<file path="config.mk">
export PLATFORM = sky130hd
export DESIGN_NAME = id_issue_stage
export DESIGN_NICKNAME = d
export VERILOG_FILES = /design/src/rtl/id_issue_stage_pkg.sv /design/src/rtl/id_issue_stage_scoreboard.sv /design/src/rtl/id_issue_stage.sv
export SDC_FILE = /design/constraint.sdc
export NUM_CORES = 1
export LEC_CHECK = 0
export BUFFER_PORTS_ARGS = -buffer_cell sky130_fd_sc_hd__buf_2
export CORE_ASPECT_RATIO = 0.5
export CORE_MARGIN = 4
export CORE_UTILIZATION = 55
export DETAILED_ROUTE_END_ITERATION = 12
export MAX_ROUTING_LAYER = met4
export PLACE_DENSITY = 0.8
export REMOVE_ABC_BUFFERS = 1
export SLEW_MARGIN = 30
export SYNTH_ARGS = -nofsm -noshare
export SYNTH_HDL_FRONTEND = slang
export SYNTH_SLANG_ARGS = --single-unit
</file>
<file path="constraint.sdc">
create_clock -name clock -period 3.5 [get_ports clock]
set_input_delay 0.175 -clock clock [delete_from_list [all_inputs] [get_ports clock]]
set_output_delay 0.175 -clock clock [all_outputs]
set_load 0.05 [all_outputs]
</file>
<file path="src/rtl/id_issue_stage_pkg.sv">
// Shared types and constants for the ID/issue stage: decoded-control field widths,
// the ID/EX operand bundle, and scoreboard sizing.
package id_issue_stage_pkg;

    localparam int CORE_XLEN       = 32;
    localparam int CORE_REG_ADDR_W = 5;

    typedef enum logic [7:0] {
        ALU_ADD = 8'h00, ALU_SUB, ALU_AND, ALU_OR, ALU_XOR,
        ALU_SLL, ALU_SRL, ALU_SRA, ALU_SLT, ALU_SLTU, ALU_PASS_B
    } alu_opcode_e;

    typedef enum logic [7:0] {
        LSU_NONE = 8'h00, LSU_LB, LSU_LH, LSU_LW, LSU_LBU, LSU_LHU,
        LSU_SB, LSU_SH, LSU_SW
    } load_store_func_code_e;

    typedef enum logic [3:0] {
        WB_ALU = 4'h0, WB_MEM, WB_PC4, WB_IMM
    } write_back_mux_selector_e;

    typedef enum logic [3:0] {
        PC_NEXT = 4'h0, PC_BRANCH, PC_JAL, PC_JALR
    } pc_mux_e;

    localparam int CTRL_W_DEFAULT = $bits(alu_opcode_e) + $bits(load_store_func_code_e)
                                  + $bits(write_back_mux_selector_e) + $bits(pc_mux_e);

    localparam logic [CORE_REG_ADDR_W-1:0] REG_X0 = '0;
    localparam int SB_DEPTH = 2 ** CORE_REG_ADDR_W;

    typedef struct packed {
        logic [CORE_XLEN-1:0]       pc;
        logic [CTRL_W_DEFAULT-1:0]  ctrl;
        logic [CORE_XLEN-1:0]       opa;
        logic [CORE_XLEN-1:0]       opb;
        logic [CORE_REG_ADDR_W-1:0] rd;
        logic                       rd_we;
        logic                       is_load;
    } idex_bundle_t;

endpackage

</file>
<file path="src/rtl/id_issue_stage_scoreboard.sv">
// Pending-register-write scoreboard: one bit per architectural register, two read
// ports, and a set that wins over a same-cycle clear. x0 is never pending.
module reg_scoreboard #(
    parameter int ADDR_W = 5
) (
    input  logic              clock,
    input  logic              reset,
    input  logic              set_en,
    input  logic [ADDR_W-1:0] set_addr,
    input  logic              clr_en,
    input  logic [ADDR_W-1:0] clr_addr,
    input  logic [ADDR_W-1:0] rd_addr_a,
    input  logic [ADDR_W-1:0] rd_addr_b,
    output logic              pend_a,
    output logic              pend_b
);
    localparam int DEPTH = 2 ** ADDR_W;

    logic [DEPTH-1:0] pend_q;
    logic [DEPTH-1:0] pend_d;

    // NOTE: start from the held value so every path assigns pend_d and no latch is inferred.
    always_comb begin
        pend_d = pend_q;
        if (clr_en) pend_d[clr_addr] = 1'b0;
        if (set_en) pend_d[set_addr] = 1'b1;
        pend_d[0] = 1'b0;
    end

    // NOTE: this small bit-array is reset explicitly; a clean "nothing pending" state is architectural.
    // NOTE: state registers take non-blocking assignments so all flops update together at the edge.
    always_ff @(posedge clock or negedge reset) begin
        if (!reset) pend_q <= '0;
        else        pend_q <= pend_d;
    end

    assign pend_a = pend_q[rd_addr_a];
    assign pend_b = pend_q[rd_addr_b];

endmodule

</file>
<file path="src/rtl/id_issue_stage.sv">
// ID/issue stage: valid/ready buffer (main + optional skid entry) between decode and EX,
// with a register scoreboard that raises load-use / RAW hazard stalls.
module id_issue_stage
    import id_issue_stage_pkg::*;
#(
    parameter int XLEN             = CORE_XLEN,
    parameter int REG_ADDR_W       = CORE_REG_ADDR_W,
    parameter int CTRL_W           = CTRL_W_DEFAULT,
    parameter int SKID_EN          = 1,
    parameter int LOAD_ONLY_HAZARD = 1
) (
    input  logic                  clock,
    input  logic                  reset,
    input  logic                  in_valid,
    output logic                  in_ready,
    input  logic [XLEN-1:0]       in_pc,
    input  logic [CTRL_W-1:0]     in_ctrl,
    input  logic [XLEN-1:0]       in_opa,
    input  logic [XLEN-1:0]       in_opb,
    input  logic [REG_ADDR_W-1:0] in_rs1,
    input  logic [REG_ADDR_W-1:0] in_rs2,
    input  logic                  in_rs1_used,
    input  logic                  in_rs2_used,
    input  logic [REG_ADDR_W-1:0] in_rd,
    input  logic                  in_rd_we,
    input  logic                  in_is_load,
    input  logic                  flush,
    output logic                  out_valid,
    input  logic                  out_ready,
    output logic [XLEN-1:0]       out_pc,
    output logic [CTRL_W-1:0]     out_ctrl,
    output logic [XLEN-1:0]       out_opa,
    output logic [XLEN-1:0]       out_opb,
    output logic [REG_ADDR_W-1:0] out_rd,
    output logic                  out_rd_we,
    output logic                  out_is_load,
    input  logic                  wb_valid,
    input  logic [REG_ADDR_W-1:0] wb_rd,
    output logic                  stall_op
);
    typedef struct packed {
        logic [XLEN-1:0]       pc;
        logic [CTRL_W-1:0]     ctrl;
        logic [XLEN-1:0]       opa;
        logic [XLEN-1:0]       opb;
        logic [REG_ADDR_W-1:0] rd;
        logic                  rd_we;
        logic                  is_load;
    } entry_t;

    entry_t in_entry, main_q, skid_q;
    logic   main_v, skid_v;
    logic   acc, leave, space, hazard;
    logic   main_marks, skid_marks;
    logic   pend_1, pend_2, m1, m2;

    assign in_entry = '{pc: in_pc, ctrl: in_ctrl, opa: in_opa, opb: in_opb,
                        rd: in_rd, rd_we: in_rd_we, is_load: in_is_load};

    // An entry "marks" if its departure will set its destination pending.
    assign main_marks = main_q.rd_we && (main_q.rd != '0) && (main_q.is_load || LOAD_ONLY_HAZARD == 0);
    assign skid_marks = skid_q.rd_we && (skid_q.rd != '0) && (skid_q.is_load || LOAD_ONLY_HAZARD == 0);

    assign m1 = in_rs1_used && (in_rs1 != '0) &&
                (pend_1 || (main_v && main_marks && main_q.rd == in_rs1)
                        || (skid_v && skid_marks && skid_q.rd == in_rs1));
    assign m2 = in_rs2_used && (in_rs2 != '0) &&
                (pend_2 || (main_v && main_marks && main_q.rd == in_rs2)
                        || (skid_v && skid_marks && skid_q.rd == in_rs2));

    assign hazard   = in_valid && (m1 || m2);
    assign space    = (SKID_EN != 0) ? !skid_v : (!main_v || out_ready);
    assign in_ready = !hazard && space;
    assign stall_op = in_valid && !in_ready;
    assign acc      = in_valid && in_ready && !flush;
    assign leave    = main_v && out_ready;

    always_ff @(posedge clock or negedge reset) begin
        if (!reset) begin
            main_v <= 1'b0;
            skid_v <= 1'b0;
            main_q <= '0;
            skid_q <= '0;
        end else if (flush) begin
            main_v <= 1'b0;
            skid_v <= 1'b0;
        end else if (!main_v || leave) begin
            if (skid_v) begin
                main_q <= skid_q;
                main_v <= 1'b1;
                skid_v <= acc;
                if (acc) skid_q <= in_entry;
            end else begin
                main_v <= acc;
                if (acc) main_q <= in_entry;
            end
        end else if (acc) begin
            // Main is stalled by EX; park the new instruction behind it.
            skid_q <= in_entry;
            skid_v <= 1'b1;
        end
    end

    reg_scoreboard #(.ADDR_W(REG_ADDR_W)) u_scoreboard (
        .clock     (clock),
        .reset     (reset),
        .set_en    (leave && !flush && main_marks),
        .set_addr  (main_q.rd),
        .clr_en    (wb_valid && (wb_rd != '0)),
        .clr_addr  (wb_rd),
        .rd_addr_a (in_rs1),
        .rd_addr_b (in_rs2),
        .pend_a    (pend_1),
        .pend_b    (pend_2)
    );

    assign out_valid   = main_v;
    assign out_pc      = main_q.pc;
    assign out_ctrl    = main_q.ctrl;
    assign out_opa     = main_q.opa;
    assign out_opb     = main_q.opb;
    assign out_rd      = main_q.rd;
    assign out_rd_we   = main_q.rd_we;
    assign out_is_load = main_q.is_load;

endmodule

</file>
==> flow_summary.toml <==
[outcome]
status = "complete, no violations"

[critical_path]
critical_path_buf_inv_count = 1
max_stage_delay_ps = 610
cp-end-kind = "register"
critPathLaunchType = "register"
cp_cell_sequence = "or3_1 > o31ai_2 > or4_1 > o311a_1 > nand4_1 > or4_4 > buf_12 > mux2_2"
critical_path_class = "reg -> reg"
worstPathRequired_ps = 3910
critPathSlowestCell = "or4_4"
arrival_ps = 3800
crit_fanout = 60
path_delay_family = "simple AND/OR/NAND/NOR gates"

[clock_tree]
clock-sinks = 287
postCtsSetupRepairBufs = 0
clock_path_buffers = 3
cts-buffers-inserted = 26
cts_root_buf = "clkbuf_16"
clkTransAtPathRegs_ps = 70
cts_tree = "yes"
cts-resized-gates = 0
clk-insertion-delay-late_ps = 540
htreeDepth = 1

[timing]
setup_ws_ps = 113.5
hold_viol = 0
period_needed_ps = 3386
fin_skew_ps = 12.84
rsz0062_at_grt = "no"
finalSetupTns_ps = 0
setup_viol = 0
slew_violations = 0
max_slew_margin = 0.3509
tightest_slew_ps = 973.7
period_share = 0.9676
fmax_mhz = 295.3

[synthesis]
postSynthCellCount = 1250
async_reset_ff_frac = 1.000
avgSynthCellArea_um2 = 10.87
synth-xor-area-share = 0.01289
synth-edff-count = 0
yosysMostFrequentCell = "dfrtp_1"
yosysTopAreaCellShare = 0.5285
synth_common_cells = "287 x dfrtp_1, 245 x nor3_1, 125 x nor4_1"
yosys.area_share.simple = 0.1804
syn_area_mm2 = 0.01359
yosysSeqAreaShare = 0.5285
synthMuxAreaShare = 0.1396
ys_types = 48
synthFlopType = "dfrtp_1"
ys_ff_latch = 287
yosysTopAreaCell = "dfrtp_1"
synth_warnings = 0
synth_compound_area_frac = 0.09696
yosys-top-cells-area = "dfrtp_1 53%, nor3_1 9.0%, mux2_2 8.5%"
synth-adder-area-share = 0
synth_top_family_by_area = "simple AND/OR/NAND/NOR gates"

[floorplan]
die_h_um = 119.1
io_pins = 280
design.die.area_mm2 = 0.02744
start_util = 0.5633
std_cell_rows = 40
core_mm2 = 0.02412
die_x_um = 230.3

[route]
wirelength_um = 42720
final_antenna_net_count = 0
drc = 0
dr.pass1.iters = 6
dr.first_iter.drc_count = 1419
vias = 12680
vias_per_cell = 6.538
wl_per_cell_um = 22.03

[layout]
fillCellCount = 1619
drive_gt1_frac = 0.3100
utilization = 0.7188
syn2layout_area_growth_pct = 27.61
nets = 1733

[power]
cellPowerDensity_mw_per_mm2 = 657.2
p_leak_nw = 7.741
ir_worst_vdd_v = 0.0003851
total_power_mw = 11.40

[global_routing]
grt_max_degree = 129
grt_pass1_wl_um = 67720
grt_pass1_vias = 12620
grtUsageTotal = 0.3089
antenna_found_initial = 3
overflow = 0

[flow_run]
drv_cap = 0

[worst_hold_path]
hold_path_class = "in -> reg"

[placement]
place_hpwl_um = 24970
gp_congestion = 0.9209
dp_slack_ps = 236.6
portBuffers = 279
==> what timing repair did <==
item	in CTS	in global routing
hold buffers	131	0
endpoints found under the setup margin	0	0
endpoints found under the hold margin	337	0
==> logic make-up (layout without fill, tap and decap cells) <==
family | count (synthesis) | after routing
and+or+nand+nor | 446 | 446
muxes | 148 | 148
DFF | 287 | 287
AOI/OAI and AO/OA | 216 | 216
other | 0 | 3
buffers and inverters | 133 | 483
xor gates and xnor gates | 20 | 20
==> cell type report <==
class | count | area, um2 | area share
Inverter | 9 | 33.78 | 0.001948
Tap cell | 336 | 420.4 | 0.02425
Clock buffer | 38 | 765.7 | 0.04416
Multi-Input combinational cell | 830 | 5869 | 0.3385
Antenna cell | 3 | 7.507 | 0.0004330
Clock inverter | 7 | 80.08 | 0.004618
Sequential cell | 287 | 7186 | 0.4144
Timing Repair Buffer | 429 | 2977 | 0.1717
==> registers in the layout (all words and copies together) (netlist names), 5 cells and up <==
| signal | cells |
|---|---|
| skid_q | 127 |
| u_scoreboard.pend_q | 31 |
| out_pc | 32 |
| out_opb | 32 |
| out_opa | 32 |
| out_rd | 5 |
| out_ctrl | 24 |
==> worst paths after layout <==
| kind | from | to | slack [ps] | cells after the start |
|---|---|---|---|---|
| min in group asynchronous | reset | out_rd_we$_DFFE_PN0P_ | 250 | 2 |
| hold / removal | wb_rd[3] | u_scoreboard.pend_q[9]$_DFF_PN0_ | 70 | 4 |
| max in group asynchronous | reset | out_opb[4]$_DFFE_PN0P_ | 2130 | 3 |
| setup / recovery | out_rd[3]$_DFFE_PN0P_ | skid_q[91]$_DFFE_PN0P_ | 110 | 8 |
| setup reg to reg | out_rd[3]$_DFFE_PN0P_ | skid_q[91]$_DFFE_PN0P_ | 110 | 8 |
| hold reg to reg | skid_q[111]$_DFFE_PN0P_ | skid_q[111]$_DFFE_PN0P_ | 510 | 1 |
==> report_power, final <==
group	switching [mW]	total [mW]	internal, mW
Sequential	0.648	4.80	4.15
Clock	1.28	2.88	1.59
Combinational	2.40	3.72	1.31
Total	4.33	11.4	7.06
==> layer usage <==
layer | share of wire | vias to the layer above | track usage
met5 | 0 | - | -
met4 | 0.058 | 0 | 0.1491
met3 | 0.068 | 194 | 0.04446
met2 | 0.49 | 729 | 0.5013
met1 | 0.38 | 6286 | 0.3873
li1 | - | 5468 | -
==> stage by stage <==
stage	hold WS, ps	area [um2]	std cells
3_3_place_gp	246.1	15170	1760
2_1_floorplan	-120.6	13060	1126
6_report	71.81	17340	1939
4_1_cts	42.12	17330	1936
5_1_grt	97.19	17340	1939
3_5_place_dp	271.8	15170	1760
==> worst register-to-register path: stages (launching register included) <==
cell     delay (ps)
dfrtp_1         540
or3_1           560
o31ai_2         280
or4_1           190
o311a_1         190
nand4_1         230
or4_4           610
buf_12          230
mux2_2          420
==> cell usage in the layout, fill, tap and decap left out, drive strengths merged, types with 17 or more instances in the layout <==
cell and count:
xnor2 17, dfrtp 287, o22ai 121, dlygate4sd3 131, nand3 18, nor3 246, clkbuf 38, nor4 125
mux2 132, o21ai 67, buf 298
(Power assumes the default switching activity.)
